**config.mk**
```make
export PLATFORM = sky130hd
export DESIGN_NAME = fpu_unpack_flat
export DESIGN_NICKNAME = d
export VERILOG_FILES = /design/src/rtl/fpu_unpack_if.sv /design/src/rtl/fpu_unpack.sv /design/src/flat_wrapper.sv
export SDC_FILE = /design/constraint.sdc
export NUM_CORES = 1
export LEC_CHECK = 0
export CAP_MARGIN = 10
export CORE_MARGIN = 2
export CORE_UTILIZATION = 42
export DETAILED_ROUTE_END_ITERATION = 16
export HOLD_SLACK_MARGIN = 0.12
export PLACE_DENSITY = 0.77
export RECOVER_POWER = 25
export SYNTH_ARGS = -nofsm -noshare
export SYNTH_HDL_FRONTEND = slang
export SYNTH_SLANG_ARGS = --single-unit
```
**constraint.sdc**
```tcl
create_clock -name clk_i -period 1.6 [get_ports clk_i]
set_clock_uncertainty 0.1 [all_clocks]
set_input_delay 0.32 -clock clk_i [delete_from_list [all_inputs] [get_ports clk_i]]
set_output_delay 0.32 -clock clk_i [all_outputs]
set_load 0.01 [all_outputs]
```
**src/rtl/fpu_unpack_if.sv**
```systemverilog
// fpu_unpack_if: operand/result valid-ready bundle for the binary32 unpack stage
interface fpu_unpack_if;
    logic        in_valid_i;
    logic        in_ready_o;
    logic [31:0] in_data_i;
    logic        out_valid_o;
    logic        out_ready_i;
    logic [31:0] out_raw_o;
    logic        out_sign_o;
    logic [9:0]  out_exp_o;
    logic [23:0] out_sig_o;
    logic [5:0]  out_class_o;
    modport master (
        output in_valid_i, in_data_i, out_ready_i,
        input  in_ready_o, out_valid_o, out_raw_o, out_sign_o, out_exp_o, out_sig_o, out_class_o
    );
    modport slave (
        input  in_valid_i, in_data_i, out_ready_i,
        output in_ready_o, out_valid_o, out_raw_o, out_sign_o, out_exp_o, out_sig_o, out_class_o
    );
endinterface

```
**src/rtl/fpu_unpack.sv**
```systemverilog
// fpu_unpack: binary32 unpack/classify with subnormal normalization; FUNPACK_FAST_NORM_EN selects single-cycle CLZ normalization
module fpu_unpack (
    input  logic        clk_i,
    input  logic        resetn_i,
    input  logic        flush_i,
    fpu_unpack_if.slave bus
);
    typedef enum logic [1:0] {IDLE, NORM, DONE} state_t;
    state_t      state_q, state_d, acc_state;
    logic        in_ready, accept, is_sub;
    logic [7:0]  e;
    logic [22:0] f;
    logic [31:0] raw_q, raw_d;
    logic        sign_q, sign_d;
    logic [9:0]  exp_q, exp_d;
    logic [23:0] sig_q, sig_d;
    logic [5:0]  class_q, class_d;

    assign e      = bus.in_data_i[30:23];
    assign f      = bus.in_data_i[22:0];
    assign is_sub = (e == 8'd0) && (f != 23'd0);
    assign accept = bus.in_valid_i && in_ready && !flush_i;

`ifdef FUNPACK_FAST_NORM_EN
    logic [4:0] lz;
    // Leading-zero count of {0,F}; highest set bit wins, only used for subnormals
    always_comb begin
        lz = 5'd0;
        for (int i = 0; i < 23; i++)
            if (f[i]) lz = 5'(23 - i);
    end
    assign acc_state = DONE;
`else
    assign acc_state = is_sub ? NORM : DONE;
`endif

    // State register
    always_ff @(posedge clk_i or negedge resetn_i) begin
        if (!resetn_i) state_q <= IDLE;
        else           state_q <= state_d;
    end

    // Next state: flush wins, then accept, then NORM exit on hidden bit, then output handshake
    always_comb begin
        state_d = state_q;
        if (flush_i)                                  state_d = IDLE;
        else if (accept)                              state_d = acc_state;
        else if (state_q == NORM)                     state_d = sig_q[22] ? DONE : NORM;
        else if (state_q == DONE && bus.out_ready_i)  state_d = IDLE;
    end

    // Handshake outputs decoded from state; out_ready_i -> in_ready_o is the only comb path
    always_comb begin
        in_ready        = (state_q == IDLE) || (state_q == DONE && bus.out_ready_i);
        bus.out_valid_o = (state_q == DONE);
    end

    // Datapath next values: decode on accept, shift-and-decrement while normalizing
    always_comb begin
        raw_d   = raw_q;
        sign_d  = sign_q;
        exp_d   = exp_q;
        sig_d   = sig_q;
        class_d = class_q;
        if (accept) begin
            raw_d   = bus.in_data_i;
            sign_d  = bus.in_data_i[31];
            sig_d   = {(e != 8'd0) && (e != 8'hFF), f};
            exp_d   = (e == 8'hFF) ? 10'd128 :
                      (e == 8'd0)  ? (is_sub ? 10'h382 : 10'd0) :
                                     10'(e) - 10'd127;
            class_d = (e == 8'hFF) ? ((f == 23'd0) ? 6'b001000 : f[22] ? 6'b100000 : 6'b010000) :
                      (e != 8'd0)  ? 6'b000100 :
                      is_sub       ? 6'b000010 : 6'b000001;
`ifdef FUNPACK_FAST_NORM_EN
            if (is_sub) begin
                sig_d = {1'b0, f} << lz;
                exp_d = 10'h382 - 10'(lz);
            end
`endif
        end else if (state_q == NORM && !flush_i) begin
            sig_d = sig_q << 1;
            exp_d = exp_q - 10'd1;
        end
    end

    // Datapath registers
    always_ff @(posedge clk_i or negedge resetn_i) begin
        if (!resetn_i) begin
            raw_q   <= '0;
            sign_q  <= 1'b0;
            exp_q   <= '0;
            sig_q   <= '0;
            class_q <= '0;
        end else begin
            raw_q   <= raw_d;
            sign_q  <= sign_d;
            exp_q   <= exp_d;
            sig_q   <= sig_d;
            class_q <= class_d;
        end
    end

    assign bus.in_ready_o  = in_ready;
    assign bus.out_raw_o   = raw_q;
    assign bus.out_sign_o  = sign_q;
    assign bus.out_exp_o   = exp_q;
    assign bus.out_sig_o   = sig_q;
    assign bus.out_class_o = class_q;
endmodule
```
**src/flat_wrapper.sv**
```systemverilog
// flat-port wrapper written by rule: the top's interface ports become plain ports
module fpu_unpack_flat 
  (clk_i, resetn_i, flush_i, bus_in_valid_i, bus_in_data_i, bus_out_ready_i, bus_in_ready_o, bus_out_valid_o, bus_out_raw_o, bus_out_sign_o, bus_out_exp_o, bus_out_sig_o, bus_out_class_o);
  fpu_unpack_if bus_i ();
  input  logic clk_i;
  input  logic resetn_i;
  input  logic flush_i;
  input wire logic [$bits(bus_i.in_valid_i)-1:0] bus_in_valid_i;
  input wire logic [$bits(bus_i.in_data_i)-1:0] bus_in_data_i;
  input wire logic [$bits(bus_i.out_ready_i)-1:0] bus_out_ready_i;
  output wire logic [$bits(bus_i.in_ready_o)-1:0] bus_in_ready_o;
  output wire logic [$bits(bus_i.out_valid_o)-1:0] bus_out_valid_o;
  output wire logic [$bits(bus_i.out_raw_o)-1:0] bus_out_raw_o;
  output wire logic [$bits(bus_i.out_sign_o)-1:0] bus_out_sign_o;
  output wire logic [$bits(bus_i.out_exp_o)-1:0] bus_out_exp_o;
  output wire logic [$bits(bus_i.out_sig_o)-1:0] bus_out_sig_o;
  output wire logic [$bits(bus_i.out_class_o)-1:0] bus_out_class_o;
  assign bus_i.in_valid_i = bus_in_valid_i;
  assign bus_i.in_data_i = bus_in_data_i;
  assign bus_i.out_ready_i = bus_out_ready_i;
  assign bus_in_ready_o = bus_i.in_ready_o;
  assign bus_out_valid_o = bus_i.out_valid_o;
  assign bus_out_raw_o = bus_i.out_raw_o;
  assign bus_out_sign_o = bus_i.out_sign_o;
  assign bus_out_exp_o = bus_i.out_exp_o;
  assign bus_out_sig_o = bus_i.out_sig_o;
  assign bus_out_class_o = bus_i.out_class_o;
  fpu_unpack u_core (.clk_i(clk_i), .resetn_i(resetn_i), .flush_i(flush_i), .bus(bus_i));
endmodule
```
==> impl_metrics.toml <==
[cts]
root_buffer = "sky130_fd_sc_hd__clkbuf_8"
cts.sink_count = 74
cts.htree.levels = 3
cts_buffer_count = 9
clk_transition_reported_paths_ns = 0.08
clock_path_buffers = 2
clkLatencyLatePin_ns = 0.35
cts_tree = "done"

[grt]
grt-ovfl-total = 0
track_usage = 0.258
via_count_of_the_first_global_routing_pass = 3657
grt_start_max_net_pins = 36
antenna_found_initial = 0
wire_length_of_the_first_global_routing_pass_mm = 17.9

[floorplan]
starting_density_of_the_core = 0.438
die-height_um = 94.2
std_cell_rows = 32
io-pin-count = 112
dieWidth_um = 94.2
fp.dieArea_um2 = 8880
design.core.area_um2 = 7810

[job]
max_cap_violations = 0

[critical_path]
path_buf_inv = 3
ff2ff_setup_slack_ns = -0.22
crit-reg2reg-launch = "u_core.state_q[0]"
worst_setup_path_end_kind = "flip-flop"
cpMaxStageDelayCell = "sky130_fd_sc_hd__dfrtp_1"
r2r_end = "u_core.bus.out_exp_o[0]"
worst_stage_delay_on_the_critical_path_ns = 0.41
timing_worst_setup_path_type = "flip-flop to flip-flop"
worst_setup_path_start_kind = "flip-flop"
cell_with_the_most_instances_on_the_worst_path = "sky130_fd_sc_hd__buf_6"
critical_path.top_delay_family = "compound AO/OA/AOI/OAI gates"
crit_path_max_fanout = 4
logic_depth_of_the_worst_register_to_register_path = 8
path_cells = "buf_6, nor2b_4, buf_6, and3_4, o211ai_1, buf_4, o221a_1, a21oi_2"
worst_ep_required_time_ns = 1.77
worst_ep_arrival_time_ns = 1.99

[min_path]
hp-start = "bus_in_data_i[28]"
hold_depth = 3
min_path_type = "input pin to flip-flop"
worst_hold_path_ep = "u_core.bus.out_raw_o[28]"

[placed_design]
pre_cts_slack_ns = -0.732
gp_congestion = 0.909
placedInstanceArea_um2 = 5060
port_buffers = 111
post-dp-hpwl_mm = 7.56

[synth]
fraction_of_the_yosys_area_taken_by_sequential_cells = 0.542
synth_warn = 0
syn-cell-area_um2 = 3420
postSynthNetCount = 424
total_of_flip_flops_plus_latches_after_synthesis = 74
synthesis.area_per_instance_um2 = 8.91
synth_cell_type_count = 50
syn_inst = 384

[power]
power.share.combinational = 0.295
clockPowerShare = 0.293
total_power_density_per_cell_area_nw_per_um2 = 1070
power.share.switching = 0.319
internal_power_w = 0.00412
power_switching_w = 0.00193
power.share.sequential = 0.412
ir_drop_uv = 603
leakage_nw = 2.84

[layout]
layout-area-overhead-vs-synth_pct = 65.5
final_layout_size_suffix_gt1_frac = 0.269
post-route-util = 0.725
final_cell_area_um2 = 5660
design.final.nets = 609
antenna_cells_inserted = 0

[sta]
setup-violations-final = 37
max_slew.worst_pin.slew_ns = 0.716
maxClockFrequency_ghz = 0.550
layout_worst_path_cycle_share = 1.14
timing.final.ws_setup_ns = -0.220
timing.final.max_slew_violations = 0
finalWorstPathRequiredPeriod_ns = 1.82
timing.max_slew.rel_slack = 0.523
rsz0062_at_grt = "yes"
finalHoldViolations = 0
holdWs_ns = 0.216

[route]
drt_pre_antenna_iters = 4
number_of_antenna_violating_nets_in_the_routed_design = 0
wl_per_cell_um = 17.0
totalWireLength_mm = 11.5
via_count = 3606
remaining_drc_errors = 0
drt_iter0_markers = 188
vias_per_instance = 5.34

[status]
violations_in_the_final_reports = "negative setup slack"
run_status = "finished, violations left"
worst min-delay path, stage by stage:
cell and delay [ns]:
sky130_fd_sc_hd__dlymetal6s2s_1 0.17, sky130_fd_sc_hd__nand2_1 0.08, sky130_fd_sc_hd__nand2_1 0.05
per-layer routing:
metal	track usage	up-vias	part of all wire
li1	-	1670	-
met3	0.0385	21	0.064
met2	0.428	143	0.51
met5	0	-	0
met1	0.342	1772	0.41
met4	0.100	0	0.018
synthesized netlist by cell type, drive strengths merged:
library cell | count | area share
a32oi | 1 | 0.0026
dfrtp | 74 | 0.54
nand2b | 3 | 0.0077
nand3 | 6 | 0.010
xor2 | 3 | 0.0077
nor2b | 3 | 0.0062
and3 | 3 | 0.0055
o41ai | 1 | 0.0026
and2 | 5 | 0.0099
nand2 | 131 | 0.14
nor4 | 4 | 0.0073
a22o | 1 | 0.0026
clkbuf | 7 | 0.0077
or3 | 1 | 0.0018
a211o | 1 | 0.0026
nor3 | 4 | 0.0059
ha | 3 | 0.011
and4 | 2 | 0.0059
nand4 | 2 | 0.0055
or4 | 3 | 0.0077
a311oi | 1 | 0.0026
a31oi | 24 | 0.044
a21oi | 7 | 0.010
xnor2 | 2 | 0.0051
o21bai | 1 | 0.0022
a21o | 1 | 0.0022
o211a | 1 | 0.0029
o21ai | 21 | 0.031
o221a | 1 | 0.0033
o221ai | 2 | 0.0051
nor2 | 36 | 0.040
a32o | 1 | 0.0029
nand3b | 1 | 0.0022
o31ai | 1 | 0.0022
nor4b | 1 | 0.0044
o211ai | 4 | 0.0088
buf | 14 | 0.024
a211oi | 1 | 0.0059
inv | 6 | 0.0066
kinds of logic (layout without fill, tap and decap cells):
family	count (synthesis)	after routing	synth area share
AO/OA/AOI/OAI	70	70	0.133
XOR/XNOR	5	5	0.0128
adder cells (fa/ha/maj)	3	3	0.0110
buffers and inverters	27	216	0.0381
flip-flops	74	74	0.542
AND/OR/NAND/NOR	205	205	0.263
how the worst max path moves through the flow:
| stage | to | depth (start not counted) | start |
|---|---|---|---|
| finish | u_core.bus.out_exp_o[0] | 8 | u_core.state_q[0] |
| global route | u_core.bus.out_exp_o[7] | 7 | u_core.state_q[0] |
| CTS | u_core.bus.out_exp_o[7] | 7 | u_core.state_q[0] |
| detailed placement | u_core.bus.out_exp_o[9] | 6 | bus_in_data_i[10] |
| global placement | u_core.bus.out_exp_o[8] | 6 | bus_in_data_i[16] |
| floorplan | u_core.state_q[1] | 4 | u_core.state_q[0] |
timing repair:
action / in CTS / in global routing
gates cloned: 1 / 1
hold endpoints to repair: 40 / 0
pin swaps: 22 / 13
endpoints found under the setup margin: 128 / 53
setup buffers: 15 / 5
hold buffers: 1 / 0
resized for setup: 163 / 39
flip-flops by register name, indices dropped and copies added (netlist names):
name	cells
u_core.bus.out_exp_o	10
u_core.state_q	2
u_core.bus.out_raw_o	31
u_core.bus.out_class_o	6
u_core.bus.out_sign_o	1
u_core.bus.out_sig_o	24
power groups by stage:
stage               Sequential (W)  Clock [W]  Combinational [W]
floorplan                  0.00263          0           0.000534
global placement           0.00249          0            0.00180
detailed placement         0.00251          0            0.00184
CTS                        0.00246    0.00177            0.00171
global route               0.00253    0.00186            0.00194
finish                     0.00249    0.00177            0.00179
through the flow:
step	setup TNS, ns	cells	total power, W
6_report	-4.13	675	0.00604
5_1_grt	-7.24	675	0.00633
4_1_cts	-2.13	670	0.00594
3_5_place_dp	-32.53	638	0.00434
3_3_place_gp	-30.65	638	0.00429
2_1_floorplan	-0.0576	384	0.00317
cell usage in the layout, fill, tap and decap left out, types with 4 or more instances in the layout:
cell | synthesis | routed
sky130_fd_sc_hd__nand2_1 | 131 | 127
sky130_fd_sc_hd__dlygate4sd2_1 | 0 | 98
sky130_fd_sc_hd__dfrtp_1 | 74 | 70
sky130_fd_sc_hd__buf_4 | 2 | 62
sky130_fd_sc_hd__nor2_1 | 36 | 27
sky130_fd_sc_hd__a31oi_1 | 24 | 23
sky130_fd_sc_hd__buf_6 | 1 | 15
sky130_fd_sc_hd__o21ai_1 | 4 | 11
sky130_fd_sc_hd__clkbuf_8 | 0 | 9
sky130_fd_sc_hd__o21ai_0 | 17 | 7
sky130_fd_sc_hd__nor2_2 | 0 | 7
sky130_fd_sc_hd__inv_1 | 6 | 5
sky130_fd_sc_hd__nand3_1 | 5 | 5
sky130_fd_sc_hd__o211ai_1 | 4 | 4
sky130_fd_sc_hd__a21oi_1 | 7 | 4
sky130_fd_sc_hd__clkdlybuf4s50_1 | 0 | 4
sky130_fd_sc_hd__buf_12 | 0 | 4
sky130_fd_sc_hd__dfrtp_2 | 0 | 4
final cells by class:
class	instances	area (um2)
clock inverters	6	115
multi-input cells	283	1670
repair buffers	195	1750
inverters	6	22.5
fillers	575	2150
flip-flops and latches	74	1860
clock buffers	9	124
well taps	102	128
(Power assumes the default switching activity.)
